===== src/rtl/df_wram_loader_pkg.sv =====
// Shared widths, levels and FSM encoding for the weight RAM loader.
package df_wram_loader_pkg;

  localparam int WORD_DATA_W = 32;  // weight word width
  localparam int WORD_ADDR_W = 30;  // WRAM word address width

  localparam logic ENABLE  = 1'b1;
  localparam logic DISABLE = 1'b0;

  typedef enum logic [1:0] {
    WL_IDLE = 2'd0,
    WL_LOAD = 2'd1,
    WL_DONE = 2'd2
  } wl_state_e;

endpackage


===== src/rtl/df_wram_loader_ctl.sv =====
// Loader control: session FSM, word counter, busy/done flags.
module df_wram_loader_ctl
  import df_wram_loader_pkg::*;
#(
  parameter int N_WEIGHTS = 7,
  parameter int ADDR_W    = WORD_ADDR_W
) (
  input  logic              clk,
  input  logic              reset,
  input  logic              wl_start,
  input  logic              wt_valid,
  output logic              wt_ready,
  output logic              load_start,  // start honoured this cycle
  output logic              accept,      // word transfer this cycle
  output logic [ADDR_W-1:0] count,
  output logic              wl_busy,
  output logic              wl_done
);

  // Index of the final word; the counter wraps harmlessly when N_WEIGHTS
  // equals 2^ADDR_W because a new session always clears it first.
  localparam logic [ADDR_W-1:0] LAST = ADDR_W'(N_WEIGHTS - 1);

  wl_state_e state_q, state_d;

  // State register.
  always_ff @(posedge clk or posedge reset) begin
    if (reset) state_q <= WL_IDLE;
    else       state_q <= state_d;
  end

  // Next state and handshake decode; ready depends on state only.
  always_comb begin
    state_d    = state_q;
    wt_ready   = DISABLE;
    load_start = DISABLE;
    accept     = DISABLE;
    case (state_q)
      WL_IDLE, WL_DONE: begin
        if (wl_start) begin
          load_start = ENABLE;
          state_d    = WL_LOAD;
        end
      end
      WL_LOAD: begin
        wt_ready = ENABLE;
        accept   = wt_valid;
        if (wt_valid && count == LAST) state_d = WL_DONE;
      end
      default: state_d = WL_IDLE;
    endcase
  end

  // Word counter: cleared on session start, bumped per accepted word.
  always_ff @(posedge clk or posedge reset) begin
    if (reset)           count <= '0;
    else if (load_start) count <= '0;
    else if (accept)     count <= count + 1'b1;
  end

  // Busy covers the session plus the cycle of the final write; done rises
  // exactly as busy falls and holds until the next honoured start.
  always_ff @(posedge clk or posedge reset) begin
    if (reset) begin
      wl_busy <= DISABLE;
      wl_done <= DISABLE;
    end else if (load_start) begin
      wl_busy <= ENABLE;
      wl_done <= DISABLE;
    end else if (state_q == WL_DONE && wl_busy) begin
      wl_busy <= DISABLE;
      wl_done <= ENABLE;
    end
  end

endmodule


===== src/rtl/df_wram_loader.sv =====
// Weight RAM loader: streams weight words into consecutive WRAM addresses.
module df_wram_loader
  import df_wram_loader_pkg::*;
#(
  parameter int N_WEIGHTS = 7,
  parameter int DATA_W    = WORD_DATA_W,
  parameter int ADDR_W    = WORD_ADDR_W
) (
  input  logic              clk,
  input  logic              reset,
  input  logic              wl_start,
  input  logic [ADDR_W-1:0] wl_base,
  input  logic              wt_valid,
  input  logic [DATA_W-1:0] wt_data,
  output logic              wt_ready,
  output logic              wram_we,
  output logic [ADDR_W-1:0] wram_addr,
  output logic [DATA_W-1:0] wram_wdata,
  output logic              wl_busy,
  output logic              wl_done,
  output logic [DATA_W-1:0] wl_sum
);

  logic              load_start;
  logic              accept;
  logic [ADDR_W-1:0] count;
  logic [ADDR_W-1:0] base_q;

  df_wram_loader_ctl #(
    .N_WEIGHTS (N_WEIGHTS),
    .ADDR_W    (ADDR_W)
  ) u_ctl (
    .clk        (clk),
    .reset      (reset),
    .wl_start   (wl_start),
    .wt_valid   (wt_valid),
    .wt_ready   (wt_ready),
    .load_start (load_start),
    .accept     (accept),
    .count      (count),
    .wl_busy    (wl_busy),
    .wl_done    (wl_done)
  );

  // Session base: captured only when a start is honoured.
  always_ff @(posedge clk or posedge reset) begin
    if (reset)           base_q <= '0;
    else if (load_start) base_q <= wl_base;
  end

  // Write port: one-cycle strobe per accepted word; addr/data hold otherwise.
  always_ff @(posedge clk or posedge reset) begin
    if (reset) begin
      wram_we    <= DISABLE;
      wram_addr  <= '0;
      wram_wdata <= '0;
    end else begin
      wram_we <= accept;
      if (accept) begin
        wram_addr  <= base_q + count;  // wraps modulo 2^ADDR_W
        wram_wdata <= wt_data;
      end
    end
  end

  // Running checksum of the session's words, carry dropped.
  always_ff @(posedge clk or posedge reset) begin
    if (reset)           wl_sum <= '0;
    else if (load_start) wl_sum <= '0;
    else if (accept)     wl_sum <= wl_sum + wt_data;
  end

endmodule


===== config.mk =====
export PLATFORM = sky130hd
export DESIGN_NAME = df_wram_loader
export DESIGN_NICKNAME = d
export VERILOG_FILES = /design/src/rtl/df_wram_loader_pkg.sv /design/src/rtl/df_wram_loader_ctl.sv /design/src/rtl/df_wram_loader.sv
export SDC_FILE = /design/constraint.sdc
export NUM_CORES = 1
export LEC_CHECK = 0
export BUFFER_PORTS_ARGS = -buffer_cell sky130_fd_sc_hd__buf_2
export CORE_UTILIZATION = 42
export DETAILED_ROUTE_END_ITERATION = 10
export PLACE_DENSITY = 0.65
export SLEW_MARGIN = 0
export SYNTH_ARGS = -nofsm -noshare
export SYNTH_HDL_FRONTEND = slang
export SYNTH_HIERARCHICAL = 1
export SYNTH_SLANG_ARGS = --single-unit

===== constraint.sdc =====
create_clock -name clk -period 7.5 [get_ports clk]
set_clock_uncertainty 0.05 [all_clocks]
set_input_delay 1.5 -clock clk [delete_from_list [all_inputs] [get_ports clk]]
set_output_delay 1.5 -clock clk [all_outputs]
set_load 0.01 [all_outputs]

Word-level counts from Yosys, hierarchy flattened
Index checks and enable logic that the tools add are counted.
{"block": "totals", "register_bits": 159, "latchBits": 0, "ram_bits": 0, "rom_bits": 0, "input_bits": 66, "output_inout_bits": 98, "wordCells": 39, "memories": 0}
{"block": "op_classes", "add_sub_neg": 3, "mul": 0, "div_mod_pow": 0, "n_lt_le_gt_ge": 0, "n_eq_ne": 5, "n_shift": 0, "mux": 15, "bitwise": 0, "reduce_logical": 7}
{"op": "32-bit 2-to-1 mux", "count": 2}
{"op": "30-bit 2-to-1 mux", "count": 2}
{"op": "32-bit adder", "count": 1}
{"op": "30-bit by 1-bit adder with 30-bit output (second input constant)", "count": 1}
{"op": "30-bit adder", "count": 1}
{"op": "30-bit by 3-bit equality test with 1-bit output (second input constant)", "count": 1}
{"op": "1-bit 2-to-1 mux", "count": 8}
{"op": "2-bit 2-to-1 mux", "count": 2}
{"op": "2-bit one-hot mux with 2 select lines", "count": 1}
{"op": "2-bit nonzero test", "count": 2}
{"op": "2-bit by 1-bit equality test with 1-bit output (second input constant)", "count": 1}
{"op": "2-bit equality test (second input constant)", "count": 1}
{"op": "1-bit logical AND", "count": 2}
{"op": "2-bit zero test", "count": 1}
{"op": "2-bit by 1-bit != test with 1-bit output (second input constant)", "count": 1}
{"op": "2-bit != test (second input constant)", "count": 1}
{"op": "2-bit AND reduction", "count": 1}
{"op": "2-bit OR reduction", "count": 1}

Logic depth before layout (Yosys ltp)
Gate-level depths: netlist (run 1).
{"block": "depth", "ltp_word": 4, "ltp_mapped": 12, "ltp_nobuf": 12}

Hierarchy
Netlist (run 1), hierarchy kept.
{"module": "df_wram_loader", "instances": 1, "cells_per_inst": 750, "area_each_um2": 7772.5, "seq_area_each_um2": 3128.0}
{"module": "df_wram_loader_ctl", "instances": 1, "cells_per_inst": 201, "area_each_um2": 1844.3, "seq_area_each_um2": 850.8}

Worst setup path before layout (run 1)
Ideal clock, no wire load.
{"block": "synth_timing", "path_kind": "input to register", "start": "input wt_data[12]", "end": "register wl_sum[31]", "setup_ns": 0.128, "arrival_time_ns": 3.653, "t_required_ns": 7.322, "path_slack_ns": 3.669, "stages": 10, "n_path_buf": 0, "cell_sequence": "ha_1 a21o_1 a2111oi_2 o21ai_1 o211ai_2 o221a_4 nor2_2 o221ai_2 mux2i_1 mux2_1"}
{"block": "synth_via", "elab_chain_cells": 3}
{"item": "start: declaration", "line": "df_wram_loader.sv:14", "source": "input logic [DATA_W-1:0] wt_data,"}
{"item": "32-bit adder", "line": "df_wram_loader.sv:70", "source": "else if (accept) wl_sum <= wl_sum + wt_data;"}
{"item": "32-bit 2-to-1 mux", "line": "df_wram_loader.sv:70"}
{"item": "32-bit 2-to-1 mux", "line": "df_wram_loader.sv:69", "source": "else if (load_start) wl_sum <= '0;"}
{"item": "end signal: assignment", "line": "df_wram_loader.sv:70"}
{"item": "end: declaration", "line": "df_wram_loader.sv:21", "source": "output logic [DATA_W-1:0] wl_sum"}
No other way between the ends. The select of a mux whose other input is x is not followed.
A chain may end at the register's enable or synchronous reset.

Worst setup path in the final report (run 1)
{"block": "layout_timing", "start": "input wt_data[6]", "end": "register wl_sum[31]"}
The elaborated chain is that of the path after synthesis.

==> results of run 1 <==
-- worst max-delay path, cell delays in order --
cell       delay [ps]
buf_2             110
ha_1              370
a2111oi_1         600
a2111oi_2         200
o211ai_2          270
o221a_4           270
nor2_2             50
o221ai_2          170
mux2i_1           210
mux2_1            330
-- power by group through the flow --
stage | clock network (W) | logic [W] | registers [W]
finish | 0.000920 | 0.00217 | 0.00143
global route | 0.000977 | 0.00240 | 0.00148
CTS | 0.000944 | 0.00218 | 0.00144
detailed placement | 0 | 0.00216 | 0.00145
global placement | 0 | 0.00214 | 0.00144
floorplan | 0 | 0.00145 | 0.00151
-- flip-flops by register name (all words and copies together), names as in the netlist --
register / count
wram_addr: 30
u_ctl/state_q: 2
wram_wdata: 32
u_ctl/wl_done: 1
wram_we: 1
wl_sum: 32
u_ctl/count: 30
base_q: 30
u_ctl/wl_busy: 1
-- Yosys cell counts, drive strengths merged (7+ instances only) --
master and number:
dfrtp 159, a21o 25, a31oi 9, and2 7, nand3 31, nand4 18
xor2 20, o211ai 7, nor3 15, o21a 10, mux2i 21, or3 16
buf 9, nor4 9, nand2b 12, nand2 56, xnor2 33, o21ai 52
ha 62, o31ai 9, mux2 80, or4 11, a21oi 72, a211oi 11
inv 33, nor2 73, clkbuf 21
-- how the worst max path moves through the flow --
stage | from | to
2_1_floorplan | reset | base_q[0]
3_3_place_gp | wt_data[6] | wl_sum[31]
3_5_place_dp | wt_data[6] | wl_sum[31]
4_1_cts | wt_data[6] | wl_sum[31]
5_1_grt | wt_valid | u_ctl/count[24]
6_report | wt_data[6] | wl_sum[31]
-- metrics by stage --
stage	setup slack (ps)	utilization
after floorplan	2620	-
after global placement	3350	0.483
after detailed placement	3230	0.483
after CTS	3680	0.511
after global routing	3530	0.511
final	3680	0.511
-- layout make-up --
type	instances	area, um^2
fillers	2032	10800
multi-input cells	729	5390
flip-flops and latches	159	3980
repair buffers	167	846
clock buffers	23	458
well taps	280	350
clock inverters	9	159
inverters	33	131
-- layer usage --
metal / track usage / vias to the layer above
li1: - / 3835
met1: 0.281 / 3810
met2: 0.353 / 235
met3: 0.0411 / 34
met4: 0.0664 / 0
met5: 0 / -
-- cell families after synthesis --
logic type | share of synthesized area
AOI/OAI and AO/OA | 0.165
xor gates and xnor gates | 0.0483
adders and majority gates | 0.0848
buffers and inverters | 0.0258
DFF | 0.414
muxes | 0.116
and+or+nand+nor | 0.147
==> run summary, run 1 <==
outcome = complete, no violations
Starting Density = 0.434
reg-to-reg endpoint = wram_addr[24]
Fin Hold WS = 436 ps
clock power share = 0.204
register bit total from synthesis = 159
combinational power share = 0.480
layout cell share with drive strength beyond 1 = 0.268
Yosys cell types = 80
Final Slew Violations = 0
largest net degree at the start of global routing = 82
postcts setup bufs = 0
clk_lat worst skew = 430 ps
first-pass GRT wire length = 40,200 um
switching power total = 0.00178 W
Flop pwr share = 0.317
final-report hold violation count = 0
HP Start = wram_addr[20]
critical path arrival = 4080 ps
Die Span Y = 153 um
final cell count without fillers = 1,400
met2 wire len = 11,300 um
post-cts sizing count = 0
CP Capture Type = flop
cell internal pwr = 0.00274 W
Min Clock Period, post-route = 3820 ps
FF-to-FF Start = u_ctl/count[0]
Post-synth EDFFs = 0
final setup vio count = 0
critical path class = in2reg
final period utilization = 0.509
DRC = 0
commonest non-fill, non-tap cell in the layout = buf_2
Vias = 7,914
gpl congestion = 0.942
total track usage = 0.213
1st-iter DRT viols = 432
CTS H-tree lvls = 4
Top Layer Used = met4
critical path peak fanout = 6
full die area = 23,500 um^2
Power, Total = 0.00452 W
Die Width = 153 um
actual slew at the worst max-slew pin = 801 ps
top area cells in the synthesized netlist = dfrtp_1, mux2_2, ha_1
Port Buffer Count = 163
core area = 22,200 um^2
CTS tree = yes
Max clock buf depth = 2
max cap viols = 0
Worst Hold Depth = 1
pwr dens = 399 nW/um^2
CP required = 7760 ps
RSZ-0062 raised after global routing = no
clock buffer count from CTS = 17
# nets final = 1,237
Slew Limit Headroom = 0.465
commonest non-fill, non-tap cells in the layout = buf_2, dfrtp_1, mux2_2
TNS Setup = 0 ps
ANT cells = 0
Syn Std Cell Area = 9620 um^2
hold buffers post-CTS = 0
Syn. warnings = 6
met3 WL = 1110 um
Placed Area = 10,700 um^2
Post-Route M1 WL = 11,200 um
switching power share of the total = 0.393
post-route antenna net violation count = 0
Root Driver = clkbuf_16
Inst Count DP = 1,368
Seq/Total Area, Yosys = 0.414
R2R cell count = 12
area share of the largest cell type after synthesis = 0.414
final wirelength = 24,100 um
Reg2Reg Setup Slack = 4220 ps
Most used DFF post-synth = dfrtp_1
min-delay worst type = reg2reg
Mapped Cells = 951
num ports = 164
Max Freq = 262 MHz
First-pass DRT Iterations = 5
area leader, netlist = dfrtp_1
Via density = 5.65
Max VDD drop = 0.234 mV
clock-pin slew on the worst setup and hold paths = 60 ps
Finished Cell Area = 11,300 um^2
post-DR wirelength/cell = 17.2 um
Rows = 54
vias in the first global route = 7,728
# clock sinks = 159
Mean Syn Cell Area = 10.1 um^2
layout overhead on the synthesized area = 17.6%
leakage power = 5.28 nW
GRT overflow = 0
initial antenna violation count = 0
CP Launch Type = primary input
asr flop ratio synth = 1.00
HPWL Detailed = 17,600 um
Hold EP = wram_addr[20]
Post-Syn Nets = 1,081
No activity file was read; power rests on OpenSTA's default activity.
==> run 2, diff against run 1 <==
==> constraint.sdc (replaced) <==
create_clock -name clk -period 3.7 [get_ports clk]
set_clock_uncertainty 0.05 [all_clocks]
set_input_delay 0.74 -clock clk [delete_from_list [all_inputs] [get_ports clk]]
set_output_delay 0.74 -clock clk [all_outputs]
set_load 0.01 [all_outputs]
==> run 2 against run 1 <==
  * First-iteration DRC count decreased by 17%
  * Global-route usage decreased by 0.26 points
  * Via count about the same
  * Worst setup slack got worse by 3200 ps
  * Critical path depth increased by 1
  * Final cell count increased by 0.57%
  * Utilization increased by 0.53 points
  * Largest cell class unchanged
  * Hold slack got worse by 52 ps
  * Die area unchanged
  * Non-clock buffer count increased by 8
==> run summary, run 2 (synthesis gave the netlist of run 1 again) <==
outcome = complete, no violations
final wirelength = 24,000 um
hold buffers post-CTS = 0
post-cts sizing count = 0
critical path class = reg2reg
initial antenna violation count = 0
clock-pin slew on the worst setup and hold paths = 60 ps
Max Freq = 314 MHz
Slew Limit Headroom = 0.439
Finished Cell Area = 11,400 um^2
RSZ-0062 raised after global routing = no
layout cell share with drive strength beyond 1 = 0.277
CTS H-tree lvls = 4
top flop regs = wl_sum x32, wram_wdata x32
commonest non-fill, non-tap cell in the layout = buf_2
final period utilization = 0.862
reg-to-reg endpoint = wram_addr[28]
Final Slew Violations = 0
min-delay worst type = in2async
# clock sinks = 159
post-layout util = 0.516
FF-to-FF Start = u_ctl/count[0]
Vias = 7,910
CP Cell Sequence = ha_1 > inv_1 > fa_1 > nor2b_1 > o21ai_2 > a21boi_1 > o31a_2 > a2111oi_4 > o41ai_4 > a31oi_2 > o311ai_1
clk_lat worst skew = 430 ps
clock power share = 0.213
layout overhead on the synthesized area = 18.9%
Via density = 5.62
total track usage = 0.211
cell internal pwr = 0.00568 W
switching power total = 0.00362 W
Flop pwr share = 0.310
Reg2Reg Setup Slack = 510 ps
GRT overflow = 0
Starting Density = 0.434
Die Width = 153 um
max incr delay on CP = 510 ps
First-pass DRT Iterations = 4
CP Launch Type = flop
critical path peak fanout = 6
cell count along the critical path = 11
CP max-delay cell = o41ai_4
gpl congestion = 0.956
largest net degree at the start of global routing = 66
pwr dens = 813 nW/um^2
CP Capture Type = flop
CTS tree = yes
Port Buffer Count = 163
CP required = 3960 ps
HPWL Detailed = 17,800 um
switching power share of the total = 0.389
DRC = 0
Power, Total = 0.00930 W
final cell count without fillers = 1,408
Top Family by Delay on Critical Path = compound AO/OA/AOI/OAI gates
vias in the first global route = 7,683
full die area = 23,500 um^2
core area = 22,200 um^2
post-DR wirelength/cell = 17.0 um
clock buffer count from CTS = 17
R2R cell count = 11
leakage power = 5.36 nW
Root Driver = clkbuf_16
Placed Area = 10,800 um^2
combinational power share = 0.477
final setup vio count = 0
postcts setup bufs = 0
ANT cells = 0
critical path arrival = 3450 ps
actual slew at the worst max-slew pin = 841 ps
commonest non-fill, non-tap cells in the layout = buf_2, dfrtp_1, mux2_2
WP buf/inv = 1
Rows = 54
Die Span Y = 153 um
# nets final = 1,245
max cap viols = 0
Max clock buf depth = 2
final-report hold violation count = 0
Max VDD drop = 0.306 mV
1st-iter DRT viols = 360
TNS Setup = 0 ps
first-pass GRT wire length = 39,700 um
post-route antenna net violation count = 0
num ports = 164
Inst Count DP = 1,376
Min Clock Period, post-route = 3190 ps
-- run 2: cell type report --
| class | count | area (um^2) |
|---|---|---|
| clock buffer | 20 | 457 |
| clock inverter | 12 | 205 |
| fill | 2021 | 10700 |
| inverter | 33 | 130 |
| multi-input combinational | 729 | 5390 |
| sequential | 159 | 3980 |
| tap | 280 | 350 |
| timing repair buffer | 175 | 918 |
-- run 2: worst max path at each step --
stage / startpoint / end
6_report: u_ctl/count[0] / wram_addr[28]
4_1_cts: u_ctl/count[0] / wram_addr[28]
3_3_place_gp: wt_data[6] / wl_sum[31]
5_1_grt: u_ctl/count[1] / wram_addr[29]
3_5_place_dp: wt_data[6] / wl_sum[31]
2_1_floorplan: wt_data[12] / wl_sum[31]
-- run 2: routing by layer --
| layer | wire length (um) | track usage | vias up | part of all wire |
|---|---|---|---|---|
| met2 | 11300 | 0.352 | 189 | 0.47 |
| met5 | 0 | 0 | - | 0 |
| li1 | - | - | 3866 | - |
| met3 | 1040 | 0.0329 | 24 | 0.044 |
| met1 | 11300 | 0.284 | 3831 | 0.47 |
| met4 | 321 | 0.0568 | 0 | 0.013 |
-- run 2: tightest hold or removal path, stage by stage --
cell and delay (ps):
buf_2 120, inv_1 50, buf_4 380
-- run 2: through the flow --
stage	hold WS [ps]	setup WS, ps
floorplan	435	629
global placement	420	299
detailed placement	426	174
CTS	390	536
global route	418	224
finish	384	512
-- run 2: power by group through the flow --
| stage | Sequential [W] | Combinational (W) | Clock, W |
|---|---|---|---|
| global route | 0.00298 | 0.00495 | 0.00209 |
| floorplan | 0.00306 | 0.00295 | 0 |
| CTS | 0.00289 | 0.00446 | 0.00202 |
| global placement | 0.00290 | 0.00437 | 0 |
| finish | 0.00288 | 0.00444 | 0.00198 |
| detailed placement | 0.00292 | 0.00443 | 0 |
==> run 3, diff against run 2 <==
--- a/config.mk
+++ b/config.mk
@@ -9,6 +9,7 @@
 export CORE_UTILIZATION = 42
 export DETAILED_ROUTE_END_ITERATION = 10
 export PLACE_DENSITY = 0.65
+export RECOVER_POWER = 100
 export SLEW_MARGIN = 0
 export SYNTH_ARGS = -nofsm -noshare
 export SYNTH_HDL_FRONTEND = slang
==> run 3 against run 2 <==
  * Clock power about the same
  * Global-route usage unchanged
  * Routed wire length about the same
  * The flow now finishes with violations (max-capacitance violations, max-slew violations)
  * Non-clock buffer count unchanged
  * Critical endpoint is now wl_sum[31]
  * Largest power group unchanged
  * Combinational power decreased by 4%
  * Clock-buffer cell count unchanged
  * Total power decreased by 1.5%
  * Worst setup slack got worse by 230 ps
  * Via count unchanged
  * Register-to-register slack got worse by 230 ps
  * Maximum frequency decreased by 6.8%
==> run summary, run 3 (synthesis gave the netlist of run 1 again) <==
outcome = complete, but fails checks
failing checks = max-capacitance violations, max-slew violations
pwr dens = 815 nW/um^2
CTS H-tree lvls = 4
# nets final = 1,245
min-delay worst type = reg2reg
Inst Count DP = 1,376
critical path arrival = 3680 ps
HP Start = wram_addr[4]
Via density = 5.62
Min Clock Period, post-route = 3420 ps
final period utilization = 0.924
Max Freq = 292 MHz
post-cts sizing count = 0
# clock sinks = 159
num ports = 164
TNS Setup = 0 ps
layout cell share with drive strength beyond 1 = 0.183
Die Span Y = 153 um
Max clock buf depth = 2
post-DR wirelength/cell = 17.0 um
final wirelength = 24,000 um
grt met1 use = 0.284
largest net degree at the start of global routing = 66
CP Capture Type = flop
clock-pin slew on the worst setup and hold paths = 70 ps
critical path peak fanout = 6
initial antenna violation count = 0
final-report hold violation count = 0
Reg2Reg Setup Slack = 280 ps
gpl congestion = 0.956
CP Launch Type = flop
Starting Density = 0.434
top flop regs = wl_sum x32, wram_wdata x32
total track usage = 0.211
pre-CTS WS = 174 ps
Rows = 54
CP required = 3960 ps
commonest non-fill, non-tap cells in the layout = dfrtp_1, clkbuf_1, mux2_2
ANT cells = 0
met2 usage = 0.352
CTS tree = yes
final setup vio count = 0
1st-iter DRT viols = 379
post-route antenna net violation count = 0
Vias = 7,910
GRT overflow = 0
HPWL Detailed = 17,800 um
FF-to-FF Start = wl_sum[6]
critical path class = reg2reg
DRC = 0
Port Buffer Count = 163
Top Usage Layer GRT = met2
Slew Limit Headroom = -0.267
clk_lat worst skew = 430 ps
CP startpoint = wl_sum[6]
hold buffers post-CTS = 0
full die area = 23,500 um^2
final worst setup slack = 281 ps
max cap viols = 3
clock buffer count from CTS = 17
RSZ-0062 raised after global routing = no
Fillers = 2,083
first-pass GRT wire length = 39,700 um
layout overhead on the synthesized area = 16.9%
commonest non-fill, non-tap cell in the layout = dfrtp_1
Final Slew Violations = 162
leakage power = 5.01 nW
postcts setup bufs = 0
Max VDD drop = 0.297 mV
vias in the first global route = 7,683
met3 GRT Util = 0.0329
Root Driver = clkbuf_16
Die Width = 153 um
core area = 22,200 um^2
actual slew at the worst max-slew pin = 1900 ps
First-pass DRT Iterations = 5
final cell count without fillers = 1,408
-- run 3: report_power, final --
group          leakage, nW  internal [W]  switching, W  total, W
logic                 2.74       0.00186       0.00242   0.00428
clock network        0.318       0.00124      0.000743   0.00198
registers             1.95       0.00244      0.000461   0.00290
total                 5.01       0.00554       0.00362   0.00916
-- run 3: path summary, 6_finish.rpt --
path | to | cells past startpoint
worst max register to register | wl_sum[31] | 10
worst min register to register | wram_addr[4] | 2
worst max-delay path | wl_sum[31] | 10
max in group asynchronous | u_ctl/count[16] | 3
worst min-delay path | wram_addr[4] | 2
min in group asynchronous | wl_sum[28] | 3
-- run 3: per-stage QoR --
| stage | hold WS, ps | utilization | instance area, um^2 | total power (W) |
|---|---|---|---|---|
| final | 436 | 0.507 | 11200 | 0.00916 |
| after global routing | 463 | 0.507 | 11200 | 0.00987 |
| after CTS | 390 | 0.516 | 11400 | 0.00936 |
| after detailed placement | 426 | 0.486 | 10800 | 0.00735 |
| after global placement | 420 | 0.486 | 10800 | 0.00727 |
| after floorplan | 435 | - | 9620 | 0.00601 |
-- run 3: critical path: stages (launching register included) --
cell,delay (ps)
dfrtp_1,420
ha_1,410
a2111o_1,180
o21ai_2,60
a2111oi_0,900
o211ai_2,240
o221a_4,330
nor2_2,100
o221ai_2,110
mux2i_1,170
mux2_1,330
-- run 3: area by class of cell --
type | count | area (um^2) | area share
Timing Repair Buffer | 175 | 757 | 0.0673
Multi-Input combinational cell | 729 | 5370 | 0.477
Clock buffer | 20 | 457 | 0.0406
Sequential cell | 159 | 3980 | 0.354
Inverter | 33 | 129 | 0.0115
Clock inverter | 12 | 205 | 0.0183
Tap cell | 280 | 350 | 0.0312
-- run 3: metal layers --
layer  wire length, um  up-vias
li1                  -     3868
met1             11200     3813
met2             11300      200
met3              1120       29
met4               347        0
met5                 0        -
